[src/rtl/rgb_float_pkg.sv]
// Shared types and constants for the RGB8 -> fp32 stream converter.
package rgb_float_pkg;

  localparam int FP_W     = 32;
  localparam int EXP_BIAS = 127;
  localparam int MANT_W   = 23;
  localparam int CH_W     = 8;

  // Packed pixel as it arrives on the input bus: {R, G, B}.
  typedef struct packed {
    logic [CH_W-1:0] r;
    logic [CH_W-1:0] g;
    logic [CH_W-1:0] b;
  } rgb8_t;

  // IEEE-754 single-precision word.
  typedef struct packed {
    logic              sign;
    logic [7:0]        exp;
    logic [MANT_W-1:0] mant;
  } fp32_t;

endpackage

[src/rtl/u8_to_fp32.sv]
// Exact 8-bit unsigned to fp32 conversion, split into two independent halves:
// a priority encoder (used in the first pipeline stage) and an exponent /
// mantissa packer (used in the second stage) that consumes the stored MSB index.
module u8_to_fp32
  import rgb_float_pkg::*;
(
  input  logic [CH_W-1:0] enc_v_i,
  output logic [2:0]      enc_msb_o,
  input  logic [CH_W-1:0] pack_v_i,
  input  logic [2:0]      pack_msb_i,
  output fp32_t           pack_fp_o
);

  logic [4:0]      shamt;
  logic [MANT_W:0] shifted;

  // Priority encoder: index of the most significant set bit (0 when v is 0).
  always_comb begin
    enc_msb_o = '0;
    for (int i = 0; i < CH_W; i++) begin
      if (enc_v_i[i]) enc_msb_o = 3'(i);
    end
  end

  // Normalise so the leading one lands on the hidden-bit position; the
  // mantissa is the 23 bits below it. Zero input maps to +0.0.
  always_comb begin
    shamt     = 5'd23 - {2'b00, pack_msb_i};
    shifted   = {{(MANT_W + 1 - CH_W){1'b0}}, pack_v_i} << shamt;
    pack_fp_o = '0;
    if (pack_v_i != '0) begin
      pack_fp_o.sign = 1'b0;
      pack_fp_o.exp  = 8'(EXP_BIAS) + {5'b00000, pack_msb_i};
      pack_fp_o.mant = shifted[MANT_W-1:0];
    end
  end

endmodule

[src/rtl/rgb8_to_float_stream.sv]
// Two-stage streaming converter from packed RGB8 pixels to three fp32 words.
// Handshake: a transfer happens on any rising edge where valid and ready are
// both high; ready may depend combinationally on the downstream ready, and a
// producer holds its payload stable while valid is high and ready is low.
module rgb8_to_float_stream
  import rgb_float_pkg::*;
#(
  parameter int PIXELS_PER_FRAME = 4096,
  parameter int CNT_W            = 20
) (
  input  logic             CLK,
  input  logic             RST,
  input  logic             in_valid,
  output logic             in_ready,
  input  logic [23:0]      in_pixel,
  output logic             out_valid,
  input  logic             out_ready,
  output logic [31:0]      out_r,
  output logic [31:0]      out_g,
  output logic [31:0]      out_b,
  output logic             out_last,
  output logic [CNT_W-1:0] pix_count
);

  rgb8_t pix_in;

  // Stage 1: raw pixel, per-channel MSB index, frame-end tag.
  logic       s1_valid_q, s1_valid_d;
  rgb8_t      s1_pix_q, s1_pix_d;
  logic [2:0] s1_msb_r_q, s1_msb_r_d;
  logic [2:0] s1_msb_g_q, s1_msb_g_d;
  logic [2:0] s1_msb_b_q, s1_msb_b_d;
  logic       s1_last_q, s1_last_d;

  // Stage 2: assembled floats, drives the output port directly.
  logic       s2_valid_q, s2_valid_d;
  fp32_t      s2_r_q, s2_r_d;
  fp32_t      s2_g_q, s2_g_d;
  fp32_t      s2_b_q, s2_b_d;
  logic       s2_last_q, s2_last_d;

  logic [CNT_W-1:0] cnt_q, cnt_d;

  logic       in_fire;
  logic       s1_advance;
  logic       cnt_at_end;
  logic [2:0] enc_r, enc_g, enc_b;
  fp32_t      pack_r, pack_g, pack_b;

  assign pix_in = rgb8_t'(in_pixel);

  // S1 may hand over when S2 is empty or S2 is draining this very cycle.
  assign s1_advance = s1_valid_q & (~s2_valid_q | out_ready);
  assign in_ready   = ~s1_valid_q | s1_advance;
  assign in_fire    = in_valid & in_ready;
  assign cnt_at_end = (cnt_q == CNT_W'(PIXELS_PER_FRAME - 1));

  u8_to_fp32 u_cvt_r (
    .enc_v_i    (pix_in.r),
    .enc_msb_o  (enc_r),
    .pack_v_i   (s1_pix_q.r),
    .pack_msb_i (s1_msb_r_q),
    .pack_fp_o  (pack_r)
  );

  u8_to_fp32 u_cvt_g (
    .enc_v_i    (pix_in.g),
    .enc_msb_o  (enc_g),
    .pack_v_i   (s1_pix_q.g),
    .pack_msb_i (s1_msb_g_q),
    .pack_fp_o  (pack_g)
  );

  u8_to_fp32 u_cvt_b (
    .enc_v_i    (pix_in.b),
    .enc_msb_o  (enc_b),
    .pack_v_i   (s1_pix_q.b),
    .pack_msb_i (s1_msb_b_q),
    .pack_fp_o  (pack_b)
  );

  // Stage 1 next state: load on input transfer, empty when handed to S2.
  always_comb begin
    s1_valid_d = s1_valid_q;
    s1_pix_d   = s1_pix_q;
    s1_msb_r_d = s1_msb_r_q;
    s1_msb_g_d = s1_msb_g_q;
    s1_msb_b_d = s1_msb_b_q;
    s1_last_d  = s1_last_q;
    if (in_fire) begin
      s1_valid_d = 1'b1;
      s1_pix_d   = pix_in;
      s1_msb_r_d = enc_r;
      s1_msb_g_d = enc_g;
      s1_msb_b_d = enc_b;
      s1_last_d  = cnt_at_end;
    end else if (s1_advance) begin
      s1_valid_d = 1'b0;
    end
  end

  // Stage 2 next state: take S1's contents, or empty once consumed downstream.
  always_comb begin
    s2_valid_d = s2_valid_q;
    s2_r_d     = s2_r_q;
    s2_g_d     = s2_g_q;
    s2_b_d     = s2_b_q;
    s2_last_d  = s2_last_q;
    if (s1_advance) begin
      s2_valid_d = 1'b1;
      s2_r_d     = pack_r;
      s2_g_d     = pack_g;
      s2_b_d     = pack_b;
      s2_last_d  = s1_last_q;
    end else if (out_ready) begin
      s2_valid_d = 1'b0;
    end
  end

  // Frame position counter: counts accepted pixels, wraps after the last one.
  always_comb begin
    cnt_d = cnt_q;
    if (in_fire) begin
      cnt_d = cnt_at_end ? '0 : cnt_q + 1'b1;
    end
  end

  // Pipeline and counter registers; reset discards everything in flight.
  always_ff @(posedge CLK) begin
    if (RST) begin
      s1_valid_q <= 1'b0;
      s1_pix_q   <= '0;
      s1_msb_r_q <= '0;
      s1_msb_g_q <= '0;
      s1_msb_b_q <= '0;
      s1_last_q  <= 1'b0;
      s2_valid_q <= 1'b0;
      s2_r_q     <= '0;
      s2_g_q     <= '0;
      s2_b_q     <= '0;
      s2_last_q  <= 1'b0;
      cnt_q      <= '0;
    end else begin
      s1_valid_q <= s1_valid_d;
      s1_pix_q   <= s1_pix_d;
      s1_msb_r_q <= s1_msb_r_d;
      s1_msb_g_q <= s1_msb_g_d;
      s1_msb_b_q <= s1_msb_b_d;
      s1_last_q  <= s1_last_d;
      s2_valid_q <= s2_valid_d;
      s2_r_q     <= s2_r_d;
      s2_g_q     <= s2_g_d;
      s2_b_q     <= s2_b_d;
      s2_last_q  <= s2_last_d;
      cnt_q      <= cnt_d;
    end
  end

  assign out_valid = s2_valid_q;
  assign out_r     = s2_r_q;
  assign out_g     = s2_g_q;
  assign out_b     = s2_b_q;
  assign out_last  = s2_last_q & s2_valid_q;
  assign pix_count = cnt_q;

endmodule

[config.mk]
export PLATFORM = sky130hd
export DESIGN_NAME = rgb8_to_float_stream
export DESIGN_NICKNAME = d
export VERILOG_FILES = /design/src/rtl/rgb_float_pkg.sv /design/src/rtl/u8_to_fp32.sv /design/src/rtl/rgb8_to_float_stream.sv
export SDC_FILE = /design/constraint.sdc
export NUM_CORES = 1
export LEC_CHECK = 0
export ABC_AREA = 1
export ABC_CLOCK_PERIOD_IN_PS = 1540
export CORE_ASPECT_RATIO = 1.2
export CORE_MARGIN = 5
export CORE_UTILIZATION = 53
export DETAILED_ROUTE_END_ITERATION = 10
export PLACE_DENSITY = 0.82
export SLEW_MARGIN = 15
export SYNTH_ARGS = -nofsm -noshare
export SYNTH_HDL_FRONTEND = slang
export SYNTH_HIERARCHICAL = 1
export SYNTH_SLANG_ARGS = --single-unit
[constraint.sdc]
create_clock -name CLK -period 1.54 [get_ports CLK]
set_input_delay 0.385 -clock CLK [delete_from_list [all_inputs] [get_ports CLK]]
set_output_delay 0.385 -clock CLK [all_outputs]
set_load 0.02 [all_outputs]
==> out/results.tsv <==
metric	value	unit
status	finished clean	
tns	0	ns
hp-class	reg -> reg	
dpl_cell_area	8860	um2
yosys.area.top_type_share	0.420	
grt_pass1_vias	5913	
critPathRequiredTime	1.15	ns
yosysWarnings	6	
synth_top_cell_by_area	dfxtp_1	
synth_adder_area_share	0.0120	
path_cells	dlygate4sd2_1	
numPortBuffers	146	
maxSlewViolCount	0	
fp.dieW	117	um
critPathArrivalTime	1.12	ns
peakVddDrop	0.636	mV
grt_first_pass_wirelength	27.3	mm
worst_r2r_path_depth	9	
clk_latency	0.41	ns
hold-path-cell-count	2	
tritoncts	built	
dr_wl_met2	8.50	mm
coreArea	13600	um2
met1_length	7.02	mm
synth_compound_area_frac	0.105	
vias	6645	
synthXorXnorAreaFrac	0.00841	
fill_cells	1219	
drt_iter0_drc	347	
cp_max_fo	2	
rsz0062_at_grt	false	
seqPwrFrac	0.408	
r2r_slack	0.10	ns
cp_num_buf_inv	1	
powerDensity	1140	nW/um2
max_freq	666	MHz
overflow	0	
combinationalPowerShare	0.155	
place_inst	1346	
min_from	out_b[25]	
finalNetCount	1230	
end_kind	primary output	
via_per_inst	4.82	
grt_usage	0.205	
h-tree-depth	4	
clockBufferDepth	2	
hold_buffers	0	
leakage	4.51	nW
cts.sinks	153	
yosysSeqAreaShare	0.420	
die-height	138	um
synth.distinct_cells	31	
ant_nets	0	
drive_gt1_frac	0.118	
diodes	0	
post-route-period-util	0.976	
synth_area	7290	um2
drcViolationCount	0	
wl_per_cell	12.1	um
synth_top_family_by_area	simple AND/OR/NAND/NOR gates	
setup_viol	0	
clockPowerShare	0.436	
power_switching	0.00276	W
fin_worst_skew	0.00803	ns
grt_max_degree	58	
critPathMaxStageDelay	0.36	ns
cts-root-buf	clkbuf_16	
cp-start-kind	flop	
io_pins	147	
dpl.hpwl	12.0	mm
antenna_found_initial	1	
cpMaxStageDelayCell	dfxtp_1	
worstSetupPathType	reg -> out	
r2r_end	pix_count[6]	
p_int	0.00795	W
gp_congestion	0.904	
stdcell_count	1378	
floorplan.initialDensity	0.534	
synthMuxAreaShare	0	
std_cell_rows	47	
hold_end	out_b[25]	
routed.top_layer	met5	
setup_ws	0.0374	ns
area_growth	29.3	%
yosys.area_share.simple	0.315	
hold_violations	0	
synth_area_per_cell	6.95	um2
reg2reg_from	out_valid	
ys_ff_latch	153	
place_ws	-0.409	ns
dieArea	16200	um2
switching_share	0.258	
finalCriticalPeriod	1.50	ns
dr.pass1.iters	5	
synthCells	1049	
design_area	9430	um2
path_clk_slew	0.06	ns
wl_met3	822	um
wirelength	16.7	mm
crit_family	flip-flops	
cts_made_buffers	17	
cap_violations	0	
synthTopCellsByArea	dfxtp_1 42%, nor2_1 17%, o21ai_0 8.9%, buf_4 7.0%, nand2_1 6.7%	
Yosys cell counts, drive strengths merged:
cell type and instances:
nor2 330, dfxtp 153, nand2 147, o21ai 132, buf 81, inv 73, nand3 58, clkbuf 25
a21oi 13, nor3 8, ha 7, nand4 7, xor2 4, conb 3, o211ai 3, xnor2 3
nand3b 1, o21bai 1
kinds of logic after synthesis:
| kind of cell | Yosys count |
|---|---|
| fa+ha+maj | 7 |
| buf+inv | 179 |
| simple gates | 551 |
| flops | 153 |
| xor+xnor | 7 |
| other cells | 3 |
| compound gates | 149 |
state kept, by name (all words and copies together), names as in the netlist, 3 cells and up:
| name | flops |
|---|---|
| out_b | 32 |
| out_g | 32 |
| out_r | 32 |
| pix_count | 20 |
| s1_msb_b_q | 3 |
| s1_msb_g_q | 3 |
| s1_msb_r_q | 3 |
| s1_pix_q | 24 |
placed cells by master, fill, tap and decap left out, drive strengths merged:
cell type and count:
nor2 330, dfxtp 153, nand2 147, o21ai 132
dlygate4sd2 101, inv 74, nand3 58, conb 51
buf 42, clkdlybuf4s50 27, clkbuf 23, a21oi 13
clkdlybuf4s15 12, nor3 8, nand4 7, ha 7
bufinv 6, xor2 4, xnor2 3, o211ai 3
clkinv 3, nand3b 1, o21bai 1, clkinvlp 1
layer usage:
metal	track usage	vias up
li1	-	3492
met1	0.252	2981
met2	0.351	146
met3	0.0424	24
met4	0.0719	2
met5	0	-
final cells by class:
type / instances / area, um2 / share of cell area
multi-input combinational: 765 / 3410 / 0.362
sequential: 153 / 3080 / 0.326
timing repair buffer: 185 / 1740 / 0.185
clock buffer: 20 / 447 / 0.0474
inverter: 73 / 312 / 0.0331
clock inverter: 11 / 219 / 0.0232
tap: 171 / 214 / 0.0227
power by group through the flow:
stage / sequential (W) / clock [W] / combinational [W]
after floorplan: 0.00467 / 0 / 0.000999
after global placement: 0.00446 / 0 / 0.00175
after detailed placement: 0.00447 / 0 / 0.00179
after CTS: 0.00438 / 0.00474 / 0.00168
after global routing: 0.00441 / 0.00492 / 0.00187
final: 0.00438 / 0.00468 / 0.00166
worst max-delay path by stage:
stage	from	to	slack, ns	depth (start not counted)
final	pix_count[13]	pix_count[13]	0.04	1
after global routing	pix_count[0]	pix_count[12]	0.0001	9
after CTS	pix_count[14]	pix_count[14]	0.007	1
after detailed placement	out_ready	in_ready	-0.41	4
after global placement	out_ready	in_ready	-0.40	4
after floorplan	pix_count[1]	pix_count[11]	0.06	10
timing repair:
action / CTS / global route
endpoints found under the setup margin: 119 / 36
resized for setup: 149 / 22
buffers inserted: 0 / 1
pin swaps: 0 / 4
stage by stage:
| step | power (W) | utilization | hold slack, ns |
|---|---|---|---|
| CTS | 0.0108 | 0.690 | 0.478 |
| global placement | 0.00621 | 0.650 | 0.461 |
| floorplan | 0.00567 | - | 0.454 |
| finish | 0.0107 | 0.691 | 0.473 |
| global route | 0.0112 | 0.691 | 0.495 |
| detailed placement | 0.00626 | 0.650 | 0.470 |
Note: power is estimated with default switching activity, not from simulation.
